File: src/rtl/down_timer.sv
// Loadable down-counter timer with an IDLE/RUN/DONE FSM and a one-cycle done pulse.
// Optional macro AUTO_RELOAD_EN: leaving DONE restarts from the reload register when it is non-zero.
module down_timer #(
   parameter int WIDTH = 3
) (
   input  logic             CLK,
   input  logic             rst,
   input  logic             load,
   input  logic [WIDTH-1:0] load_val,
   input  logic             en,
   output logic [WIDTH-1:0] Q,
   output logic             busy,
   output logic             done
);

   localparam logic [1:0] S_IDLE = 2'd0;
   localparam logic [1:0] S_RUN  = 2'd1;
   localparam logic [1:0] S_DONE = 2'd2;

   localparam logic [WIDTH-1:0] CNT_ZERO = '0;
   localparam logic [WIDTH-1:0] CNT_ONE  = {{(WIDTH-1){1'b0}}, 1'b1};

   logic [1:0]       state_q,  state_d;
   logic [WIDTH-1:0] cnt_q,    cnt_d;
   logic [WIDTH-1:0] reload_q, reload_d;
   logic             busy_q,   busy_d;
   logic             done_q,   done_d;

   always_comb begin
      state_d  = state_q;
      cnt_d    = cnt_q;
      reload_d = reload_q;
      if (load) begin
         // A load overrides enable and any terminal transition in the same cycle.
         cnt_d    = load_val;
         reload_d = load_val;
         state_d  = (load_val != CNT_ZERO) ? S_RUN : S_DONE;
      end else begin
         case (state_q)
            S_IDLE: begin
               state_d = S_IDLE;
            end
            S_RUN: begin
               if (en) begin
                  // Terminal at 1 (0 treated the same) so the count never wraps.
                  if (cnt_q == CNT_ONE || cnt_q == CNT_ZERO) begin
                     cnt_d   = CNT_ZERO;
                     state_d = S_DONE;
                  end else begin
                     cnt_d = cnt_q - CNT_ONE;
                  end
               end
            end
            S_DONE: begin
`ifdef AUTO_RELOAD_EN
               if (reload_q != CNT_ZERO) begin
                  cnt_d   = reload_q;
                  state_d = S_RUN;
               end else begin
                  state_d = S_IDLE;
               end
`else
               state_d = S_IDLE;
`endif
            end
            default: begin
               cnt_d   = CNT_ZERO;
               state_d = S_IDLE;
            end
         endcase
      end
      busy_d = (state_d == S_RUN);
      done_d = (state_d == S_DONE);
   end

   always_ff @(posedge CLK or posedge rst) begin
      if (rst) begin
         state_q  <= S_IDLE;
         cnt_q    <= CNT_ZERO;
         reload_q <= CNT_ZERO;
         busy_q   <= 1'b0;
         done_q   <= 1'b0;
      end else begin
         state_q  <= state_d;
         cnt_q    <= cnt_d;
         reload_q <= reload_d;
         busy_q   <= busy_d;
         done_q   <= done_d;
      end
   end

`ifndef AUTO_RELOAD_EN
   // Reload value is only consumed by the auto-reload build.
   logic reload_unused;
   assign reload_unused = ^reload_q;
`endif

   assign Q    = cnt_q;
   assign busy = busy_q;
   assign done = done_q;

endmodule

File: config.mk
export PLATFORM = sky130hd
export DESIGN_NAME = down_timer
export DESIGN_NICKNAME = d
export VERILOG_FILES = /design/src/rtl/down_timer.sv
export SDC_FILE = /design/constraint.sdc
export NUM_CORES = 1
export LEC_CHECK = 0
export ABC_CLOCK_PERIOD_IN_PS = 2150
export CORE_AREA = 2 2 39 41
export DETAILED_ROUTE_END_ITERATION = 10
export DIE_AREA = 0 0 41 43
export PLACE_DENSITY = 0.58
export RECOVER_POWER = 50
export SETUP_SLACK_MARGIN = 0.02
export SYNTH_ARGS = -nofsm -noshare
export SYNTH_HDL_FRONTEND = slang
export SYNTH_SLANG_ARGS = --single-unit
File: constraint.sdc
create_clock -name CLK -period 2.15 [get_ports CLK]
set_input_delay 0.43 -clock CLK [delete_from_list [all_inputs] [get_ports CLK]]
set_output_delay 0.43 -clock CLK [all_outputs]
set_load 0.02 [all_outputs]
==> flow_summary.ini <==
[timing]
tightestPinTransition_ns = 0.280
period_needed_ns = 1.71
fin_crit_sh = 0.793
slew_viol_final = 0
relSlewSlack = 0.813
tns_ns = 0
holdWs_ns = 0.549
hold_violations = 0
rsz0062_at_grt = false
setup_viol = 0
skew_ns = 0.00354
fmax_ghz = 0.586

[floorplanning]
start_util = 0.275
fp.dieH_um = 43
pin_count = 12
die-area_um2 = 1760
core_area_um2 = 1380
die_x_um = 41
std_cell_rows = 14

[route]
first_pass_iters = 4
avgViaCountPerCell = 4.64
antenna_left = 0
drt_wl_total_um = 801
num_vias = 320
route.met3.wl_um = 54
wl_met2_um = 351
wl_per_cell_um = 11.6
wl_met1_um = 396
drc = 0
drt-initial-drc-count = 12
highest_layer = met3

[global_route]
grt_pass1_wl_mm = 1.24
globalRoute.totalOverflow = 0
antenna_found_initial = 0
grt_pass1_vias = 282
globalRouteTotalUtil = 0.103
grt_max_degree = 10

[critical_path]
critPathMaxFanout = 9
cp-startpoint = load
required_ns = 2.28
crit_arrival_ns = 1.83
cp_slowest_cell = dlygate4sd3_1
start_kind = input port
critical_path_class = input port to flop
end_kind = flop
r2r-end = state_q[1]
path_cells = dlygate4sd3_1, or4b_1, o21ai_0, a31oi_1
r2r_slack_ns = 0.88
reg2regPathDepth = 5
r2r_start = Q[0]
cp_slowest_stage_delay_ns = 0.69

[cts]
cts_hold_buffers = 0
clock_path_buffers = 2
cts_htree_levels = 1
cts-root-buf = clkbuf_4
cts_sinks = 7
cts_tree = built
cts.repair.resized = 0
cts_buffers = 3
post_cts_buffers = 0
clock_latency_ns = 0.25
path_clk_slew_ns = 0.06

[synthesis]
synth_warnings = 0
ys_seq_elements = 7
yosys.area_share.simple = 0.168
synth_top_family_by_area = compound AO/OA/AOI/OAI gates
netlist.area_leader.share = 0.461
muxShareOfSynthArea = 0
yosys.area_share.xor_xnor = 0
synth_area_leaders = dfrtp_1 (46%), ha_1 (9.9%), o21ai_0 (6.6%)
yosysSeqAreaShare = 0.461
synth_compound_area_frac = 0.224
synth_top_cell_by_area = dfrtp_1
synthCells = 38
ys_types = 16
syn_area_per_cell_um2 = 10.0
synthAdderAreaFrac = 0.0987
synth.net_count = 48
synth_area_um2 = 380

[layout]
syn_to_final_growth_pct = 41.4
nets = 64
drive_above_1_share = 0.151
diodes = 0
fin_cells = 69
final_core_util = 0.389
final_cell_mix = clkdlybuf4s50_1 (9), dfrtp_1 (7), o21ai_0 (5), inv_1 (5)
layout_commonest_cell = clkdlybuf4s50_1

[place]
gp_congestion = 0.691
dpl.hpwl_um = 625
place_inst = 65
io_buffers = 11

[run_status]
status = finished clean

[pwr]
irDropWorstVdd_mv = 0.279
power_mw = 0.407
p_per_area_nw_per_um2 = 757
leakage_nw = 0.243

[worst_hold_path]
min_path_type = input port to asynchronous set/reset pin

[flow_run]
drv_cap = 0
==> flip-flops by register name, indices dropped and copies added, names as in the netlist <==
register / count
busy: 1
done: 1
Q: 3
state_q: 2
==> synth_stat cells <==
| cell | count |
|---|---|
| dfrtp_1 | 7 |
| inv_1 | 5 |
| o21ai_0 | 5 |
| a31oi_1 | 3 |
| ha_1 | 3 |
| nand2_1 | 3 |
| a21bo_2 | 2 |
| nor2_1 | 2 |
| a21oi_1 | 1 |
| and2_2 | 1 |
| and4bb_2 | 1 |
| nand4b_1 | 1 |
| nor2b_1 | 1 |
| o211ai_1 | 1 |
| o221ai_1 | 1 |
| or4b_1 | 1 |
==> how the worst max path moves through the flow <==
stage | slack [ns] | endpoint | depth (start not counted)
2_1_floorplan | 0.86 | done | 5
3_3_place_gp | 0.30 | busy | 4
3_5_place_dp | 0.28 | busy | 4
4_1_cts | 0.44 | Q[0] | 1
5_1_grt | 0.37 | busy | 4
6_report | 0.44 | busy | 4
==> worst max-delay path, delay by kind of cell <==
kind | cells | cell delay [ns]
AOI/OAI and AO/OA | 2 | 0.20
buffers and inverters | 1 | 0.69
and+or+nand+nor | 1 | 0.51
==> metrics by stage <==
step	instance area (µm²)	setup slack, ns
floorplan	380	0.860
global placement	510	0.295
detailed placement	510	0.277
CTS	538	0.438
global route	538	0.365
finish	538	0.445
==> power by group <==
group          total [mW]  switching (mW)  internal [mW]
logic               0.121          0.0631         0.0581
registers           0.164          0.0140          0.150
clock network       0.122          0.0535         0.0682
total               0.407           0.131          0.277
==> layer usage <==
| metal | track usage | vias up |
|---|---|---|
| li1 | - | 166 |
| met1 | 0.151 | 142 |
| met2 | 0.134 | 12 |
| met3 | 0.0366 | 0 |
| met4 | 0.0400 | 0 |
| met5 | 0 | - |
==> logic make-up after synthesis <==
logic type | count (synthesis)
compound gates | 13
fa+ha+maj | 3
buf+inv | 5
flops | 7
simple gates | 10
==> area by class of cell <==
type,count,area [µm²]
well taps,16,20.0
fillers,145,846
flip-flops and latches,7,175
clock buffers,3,22.5
clock inverters,1,5.00
inverters,5,18.8
multi-input cells,26,186
repair buffers,11,110
Power figures use the tool's default switching activity.
